--- src/rtl/decode_stage.sv ---
// decode_stage: RV32I/RV64I subset decoder feeding a DEPTH-entry valid/ready
// queue of decoded fields, with a saturating count of accepted illegal words.
module decode_stage #(
  parameter int XLEN      = 32,
  parameter int DEPTH     = 2,
  parameter int M_EN      = 1,
  parameter int ERR_CNT_W = 8
) (
  input  logic                 clk_i,
  input  logic                 rst_i,
  input  logic                 flush_i,
  input  logic                 in_valid_i,
  output logic                 in_ready_o,
  input  logic [31:0]          instruction_i,
  input  logic [XLEN-1:0]      pc_i,
  output logic                 out_valid_o,
  input  logic                 out_ready_i,
  output logic [XLEN-1:0]      pc_o,
  output logic [6:0]           opcode_o,
  output logic [4:0]           rs1_o,
  output logic [4:0]           rs2_o,
  output logic [4:0]           rd_o,
  output logic [2:0]           funct3_o,
  output logic [6:0]           funct7_o,
  output logic                 rf_rw_o,
  output logic                 err_o,
  output logic [XLEN-1:0]      immediate_o,
  output logic [ERR_CNT_W-1:0] err_cnt_o
);

  localparam int PTR_W = (DEPTH > 1) ? $clog2(DEPTH) : 1;
  localparam logic [PTR_W:0] FULL_CNT = (PTR_W + 1)'(DEPTH);

  localparam logic [6:0] OPC_OP     = 7'b0110011;
  localparam logic [6:0] OPC_OP_IMM = 7'b0010011;
  localparam logic [6:0] OPC_LOAD   = 7'b0000011;
  localparam logic [6:0] OPC_STORE  = 7'b0100011;
  localparam logic [6:0] OPC_BRANCH = 7'b1100011;
  localparam logic [6:0] OPC_JALR   = 7'b1100111;
  localparam logic [6:0] OPC_JAL    = 7'b1101111;
  localparam logic [6:0] OPC_LUI    = 7'b0110111;
  localparam logic [6:0] OPC_AUIPC  = 7'b0010111;

  typedef struct packed {
    logic [XLEN-1:0] pc;
    logic [6:0]      opcode;
    logic [4:0]      rs1;
    logic [4:0]      rs2;
    logic [4:0]      rd;
    logic [2:0]      funct3;
    logic [6:0]      funct7;
    logic            rf_rw;
    logic            err;
    logic [XLEN-1:0] imm;
  } entry_t;

  // Every immediate format is first assembled as a 32-bit signed value, then
  // widened; this avoids zero-width replications when XLEN is 32.
  function automatic logic [XLEN-1:0] sext32(input logic [31:0] v);
    return XLEN'($signed(v));
  endfunction

  logic [6:0] opc;
  logic [2:0] f3;
  logic [6:0] f7;
  logic [4:0] f_rs1, f_rs2, f_rd;
  logic [XLEN-1:0] imm_i, imm_s, imm_b, imm_j, imm_u;

  assign opc   = instruction_i[6:0];
  assign f3    = instruction_i[14:12];
  assign f7    = instruction_i[31:25];
  assign f_rs1 = instruction_i[19:15];
  assign f_rs2 = instruction_i[24:20];
  assign f_rd  = instruction_i[11:7];

  assign imm_i = sext32({{20{instruction_i[31]}}, instruction_i[31:20]});
  assign imm_s = sext32({{20{instruction_i[31]}}, instruction_i[31:25], instruction_i[11:7]});
  assign imm_b = sext32({{19{instruction_i[31]}}, instruction_i[31], instruction_i[7],
                         instruction_i[30:25], instruction_i[11:8], 1'b0});
  assign imm_j = sext32({{11{instruction_i[31]}}, instruction_i[31], instruction_i[19:12],
                         instruction_i[20], instruction_i[30:21], 1'b0});
  assign imm_u = sext32({instruction_i[31:12], 12'b0});

  entry_t dec;
  logic   legal;

  // Combinational decode of the incoming word into the entry that gets queued.
  always_comb begin
    // NOTE: every field gets a default before the case so no path leaves a
    // signal unassigned, which would otherwise infer a latch.
    dec        = '0;
    dec.pc     = pc_i;
    dec.opcode = opc;
    legal      = 1'b1;
    case (opc)
      OPC_OP: begin
        if ((f7 == 7'b0000000 && (f3 == 3'b000 || f3 == 3'b100)) ||
            (M_EN != 0 && f7 == 7'b0000001 && f3 == 3'b000)) begin
          dec.rs1    = f_rs1;
          dec.rs2    = f_rs2;
          dec.rd     = f_rd;
          dec.funct3 = f3;
          dec.funct7 = f7;
          dec.rf_rw  = 1'b1;
        end else begin
          legal = 1'b0;
        end
      end
      OPC_OP_IMM, OPC_LOAD, OPC_JALR: begin
        if ((opc == OPC_LOAD && f3 == 3'b010) || (opc != OPC_LOAD && f3 == 3'b000)) begin
          dec.rs1    = f_rs1;
          dec.rd     = f_rd;
          dec.funct3 = f3;
          dec.rf_rw  = 1'b1;
          dec.imm    = imm_i;
        end else begin
          legal = 1'b0;
        end
      end
      OPC_STORE: begin
        if (f3 == 3'b010) begin
          dec.rs1    = f_rs1;
          dec.rs2    = f_rs2;
          dec.funct3 = f3;
          dec.imm    = imm_s;
        end else begin
          legal = 1'b0;
        end
      end
      OPC_BRANCH: begin
        if (f3 == 3'b000 || f3 == 3'b001) begin
          dec.rs1    = f_rs1;
          dec.rs2    = f_rs2;
          dec.funct3 = f3;
          dec.imm    = imm_b;
        end else begin
          legal = 1'b0;
        end
      end
      OPC_JAL: begin
        dec.rd    = f_rd;
        dec.rf_rw = 1'b1;
        dec.imm   = imm_j;
      end
      OPC_LUI, OPC_AUIPC: begin
        dec.rd    = f_rd;
        dec.rf_rw = 1'b1;
        dec.imm   = imm_u;
      end
      default: legal = 1'b0;
    endcase

    if (!legal) begin
      dec        = '0;
      dec.pc     = pc_i;
      dec.opcode = opc;
      dec.err    = 1'b1;
    end
    if (dec.rd == 5'd0) dec.rf_rw = 1'b0;
  end

  entry_t                 mem [DEPTH];
  logic [PTR_W-1:0]       wr_ptr_q, rd_ptr_q;
  logic [PTR_W:0]         count_q;
  logic [ERR_CNT_W-1:0]   err_cnt_q;
  logic                   full, empty, push, pop;
  entry_t                 head;

  assign full  = (count_q == FULL_CNT);
  assign empty = (count_q == '0);
  assign push  = in_valid_i && !full && !flush_i;
  assign pop   = !empty && out_ready_i && !flush_i;

  // Pointer, occupancy and illegal-counter state; flush empties but keeps the count.
  always_ff @(posedge clk_i) begin
    // NOTE: sequential state uses non-blocking assignments so every register
    // samples pre-edge values regardless of statement order.
    if (rst_i) begin
      wr_ptr_q  <= '0;
      rd_ptr_q  <= '0;
      count_q   <= '0;
      err_cnt_q <= '0;
    end else if (flush_i) begin
      wr_ptr_q <= '0;
      rd_ptr_q <= '0;
      count_q  <= '0;
    end else begin
      if (push) wr_ptr_q <= wr_ptr_q + PTR_W'(1);
      if (pop)  rd_ptr_q <= rd_ptr_q + PTR_W'(1);
      case ({push, pop})
        2'b10:   count_q <= count_q + (PTR_W + 1)'(1);
        2'b01:   count_q <= count_q - (PTR_W + 1)'(1);
        default: count_q <= count_q;
      endcase
      if (push && dec.err && err_cnt_q != '1) err_cnt_q <= err_cnt_q + ERR_CNT_W'(1);
    end
  end

  // Entry storage, written on push only.
  always_ff @(posedge clk_i) begin
    // NOTE: the storage array is not reset; occupancy is, and the head mux
    // below masks stale contents whenever the queue is empty.
    if (push) mem[wr_ptr_q] <= dec;
  end

  assign head = empty ? '0 : mem[rd_ptr_q];

  assign in_ready_o  = !full;
  assign out_valid_o = !empty;
  assign pc_o        = head.pc;
  assign opcode_o    = head.opcode;
  assign rs1_o       = head.rs1;
  assign rs2_o       = head.rs2;
  assign rd_o        = head.rd;
  assign funct3_o    = head.funct3;
  assign funct7_o    = head.funct7;
  assign rf_rw_o     = head.rf_rw;
  assign err_o       = head.err;
  assign immediate_o = head.imm;
  assign err_cnt_o   = err_cnt_q;

endmodule

--- config.mk ---
export PLATFORM = sky130hd
export DESIGN_NAME = decode_stage
export DESIGN_NICKNAME = d
export VERILOG_FILES = /design/src/rtl/decode_stage.sv
export SDC_FILE = /design/constraint.sdc
export NUM_CORES = 1
export LEC_CHECK = 0
export ABC_AREA = 0
export BUFFER_PORTS_ARGS = -buffer_cell sky130_fd_sc_hd__buf_2
export CAP_MARGIN = 0
export CORE_MARGIN = 3
export CORE_UTILIZATION = 35
export CTS_BUF_LIST = sky130_fd_sc_hd__clkbuf_16
export DETAILED_ROUTE_END_ITERATION = 8
export GPL_TIMING_DRIVEN = 0
export MAX_ROUTING_LAYER = met4
export SLEW_MARGIN = 0
export SYNTH_ARGS = -nofsm -noshare
export SYNTH_HDL_FRONTEND = slang
export SYNTH_SLANG_ARGS = --single-unit
export TNS_END_PERCENT = 10
--- constraint.sdc ---
create_clock -name clk_i -period 18.65 [get_ports clk_i]
set_clock_uncertainty 0.2 [all_clocks]
set_input_delay 2.7975 -clock clk_i [delete_from_list [all_inputs] [get_ports clk_i]]
set_output_delay 2.7975 -clock clk_i [all_outputs]
set_load 0.03 [all_outputs]
==> summary.txt <==
STA
  • Slew HR: 20.07%
  • Worst slew pin tran: 1195 ps
  • Endpoints failing setup: 0
  • Final Critical Period: 5963 ps
  • Fin crit share: 31.97%
  • Final Hold Fails: 0
  • Pins Over Slew Limit: 0
  • Unrepaired setup endpoints after global routing: false
  • Setup TNS: 0 ps
  • Fmax achieved: 167.7 MHz

Hold path
  • Min-delay worst type: flop to flop

Detailed routing
  • Drt drc: 0
  • Vias per cell: 4.699
  • First DRT Iteration DRCs: 410
  • Routed wire length: 20.45 mm
  • WL/cell: 17.52 µm
  • Post-DRT Antenna Nets: 0
  • Drt first pass iters: 5
  • Routed vias: 5484

Synthesis
  • Main synth FF type: edfxtp_1
  • Post-synth top cells: edfxtp_1 (196), nor2_1 (114), mux2i_1 (98)
  • Syn Inst Count: 605
  • Number of synthesized flops with an enable pin: 196
  • Yosys top cell by area: edfxtp_1
  • Most frequent cell after synthesis: edfxtp_1
  • Mapped cell area: 0.008740 mm²
  • Flop and latch count out of synthesis: 209
  • Asr flop ratio synth: 0%
  • Dominant cells by area after synthesis: edfxtp_1 (67%), mux2i_1 (11%), nor2_1 (4.9%), dfxtp_1 (3.0%), a21o_1 (1.7%)
  • Seq/Total Area, Yosys: 70.32%
  • Post-Syn Area per Cell: 14.45 µm²
  • Synth Warn #: 0
  • Synth unique cells: 51
  • Synth top area share: 67.34%

CTS
  • Clock Sinks: 209
  • CTS resizes: 0
  • Worst-path clk slew: 60 ps
  • CTS tree: yes
  • Max Root-Sink Buffers: 3
  • Num CTS Buffers: 24
  • Cts hold-fix bufs: 0
  • Root Buffer: clkbuf_16
  • H-tree levels: 1
  • Post-CTS Setup Inserts: 0
  • Clock latency on the worst-skew pair: 500 ps

Placed design
  • PortBufs: 175
  • GP Congestion: 0.8486
  • Placed inst area: 0.01020 mm²
  • DP HPWL: 14.53 mm
  • Placed insts: 1121

Floorplan
  • Die Height: 164.0 µm
  • Die X: 164.0 µm
  • Die ar.: 0.02690 mm²
  • CORE AREA: 0.02446 mm²
  • Starting density of the core: 35.73%
  • Placement Rows: 57
  • Top Ports: 177

Run
  • Maxcap violations: 0

Final layout
  • Layout cells sized above 1: 27.57%
  • Area growth syn-to-layout: 25.37%
  • Total Nets Final: 894
  • Util after Layout: 44.79%
  • Final non-filler cell total: 1167
  • Final instance area: 0.01096 mm²

Global route
  • First-pass GRT wire length: 30.18 mm
  • Vias in the first global route: 5255
  • Initial antenna violation count: 4
  • Largest net degree at the start of global routing: 31
  • GRT overflow: 0
  • Total GRT Usage: 15.17%

Worst setup path
  • Top cell family by delay on the critical path: buffers and inverters
  • Critical R2R Capture: count_q[1]
  • WS Path Type: flop to primary output
  • Start of the worst register-to-register path: count_q[0]
  • Reg-to-reg slack, setup: 16060 ps
  • CP most frequent cell: nor2_1
  • Worst path bufs/invs: 3
  • Req. time, crit path: 15650 ps
  • R2R cell count: 8
  • CP peak stage delay: 910 ps
  • Critical Path Sink Type: primary output
  • CP max FO: 10
  • Slowest-stage cell, CP: nor2_1
  • Startpoint types: flop
  • Crit path to: pc_o[17]
  • Critical-path cell list: nor2_1 -> clkbuf_1 -> buf_1 -> nor2_1 -> buf_2
  • Critical Path Source: count_q[0]
  • CP arrival: 2970 ps
  • CP Depth: 5

Pwr
  • Reg power frac: 51.5%
  • VDD IR max: 61.16 µV
  • P_sw: 0.2146 mW
  • Logic gate share of total power: 6.1%
  • Static Leak: 4.125 nW
  • Sw frac: 21.07%
  • PwrDens: 92.97 mW/mm²
  • Clock share of power: 42.4%
  • Internal power: 0.8041 mW

Outcome
  • Status: completed
power groups by stage:
stage | logic (mW) | registers [mW] | clock network, mW
after floorplan | 0.0342 | 0.536 | 0
after global placement | 0.0600 | 0.537 | 0
after detailed placement | 0.0629 | 0.535 | 0
after CTS | 0.0631 | 0.525 | 0.446
after global routing | 0.0678 | 0.525 | 0.467
final | 0.0622 | 0.525 | 0.432
worst min path at each step:
stage	start	end	slack (ps)	cells past startpoint
floorplan	rd_ptr_q	flop	320	2
global placement	err_cnt_o[6]	err_cnt_o[6]	290	2
global route	err_cnt_o[7]	err_cnt_o[7]	310	2
CTS	err_cnt_o[7]	err_cnt_o[7]	300	2
finish	err_cnt_o[7]	err_cnt_o[7]	300	2
detailed placement	err_cnt_o[7]	err_cnt_o[7]	280	2
flip-flops by register name, summed over array words and instances, names as in the netlist, named ones only:
| signal | flops |
|---|---|
| count_q | 2 |
| err_cnt_o | 8 |
| mem | 196 |
| rd_ptr_q | 1 |
| wr_ptr_q | 1 |
routing by layer:
layer,vias up,GRT usage (%),part of all wire (%)
li1,2682,-,-
met1,2561,20.21,45
met2,203,23.28,45
met3,38,3.934,8.0
met4,0,3.998,2.4
met5,-,-,0
cells in the final DEF (no fill, tap or decap), types with 3 or more instances in the layout:
cell type,Yosys,layout
a21o_1,20,20
nor2b_1,20,20
diode_2,0,5
nand3_1,4,4
nor3_1,9,9
edfxtp_1,196,196
clkinv_1,0,3
inv_1,8,14
nor2_1,114,112
dfxtp_1,13,13
conb_1,1,12
and3_1,3,3
buf_12,0,5
clkinv_2,0,5
mux2i_1,98,98
nand4_1,3,3
buf_2,4,179
or4_1,3,3
clkbuf_16,0,26
clkbuf_1,14,14
xnor2_1,3,3
a22o_1,4,4
and2_1,8,8
buf_1,9,9
o21ai_0,8,8
nand2_1,9,9
or3_1,5,5
a21oi_1,10,10
through the flow:
stage / hold slack, ps / power, mW / worst slack (ps)
floorplan: 320.0 / 0.5706 / 10310
global placement: 287.4 / 0.5975 / 7577
detailed placement: 284.4 / 0.5975 / 13000
CTS: 295.5 / 1.034 / 12460
global route: 313.2 / 1.061 / 12400
finish: 298.4 / 1.019 / 12690
worst reg2reg max path, stage by stage (launching register included):
cell,delay (ps)
dfxtp_1,340
nor2_1,910
inv_1,140
nand2_1,160
nor2_1,70
ha_1,320
nor2_1,140
xnor2_1,130
nor3_1,60
layout make-up:
type	instances	area, µm²
buffer	28	117.6
inverter	8	30.03
tap	324	405.4
fill	2261	13510
clock buffer	26	650.6
multi-input combinational	371	2502
sequential	209	6146
antenna	5	12.51
timing repair buffer	181	1003
clock inverter	15	88.84
cells by family after synthesis:
| family | Yosys count | share of synthesized area (%) |
|---|---|---|
| buffers and inverters | 36 | 1.689 |
| other | 1 | 0.04291 |
| AOI/OAI and AO/OA | 56 | 4.739 |
| xor gates and xnor gates | 5 | 0.5012 |
| and+or+nand+nor | 196 | 10.94 |
| DFF | 209 | 70.32 |
| adders and majority gates | 2 | 0.2863 |
| muxes | 100 | 11.48 |
Power figures use the tool's default switching activity.
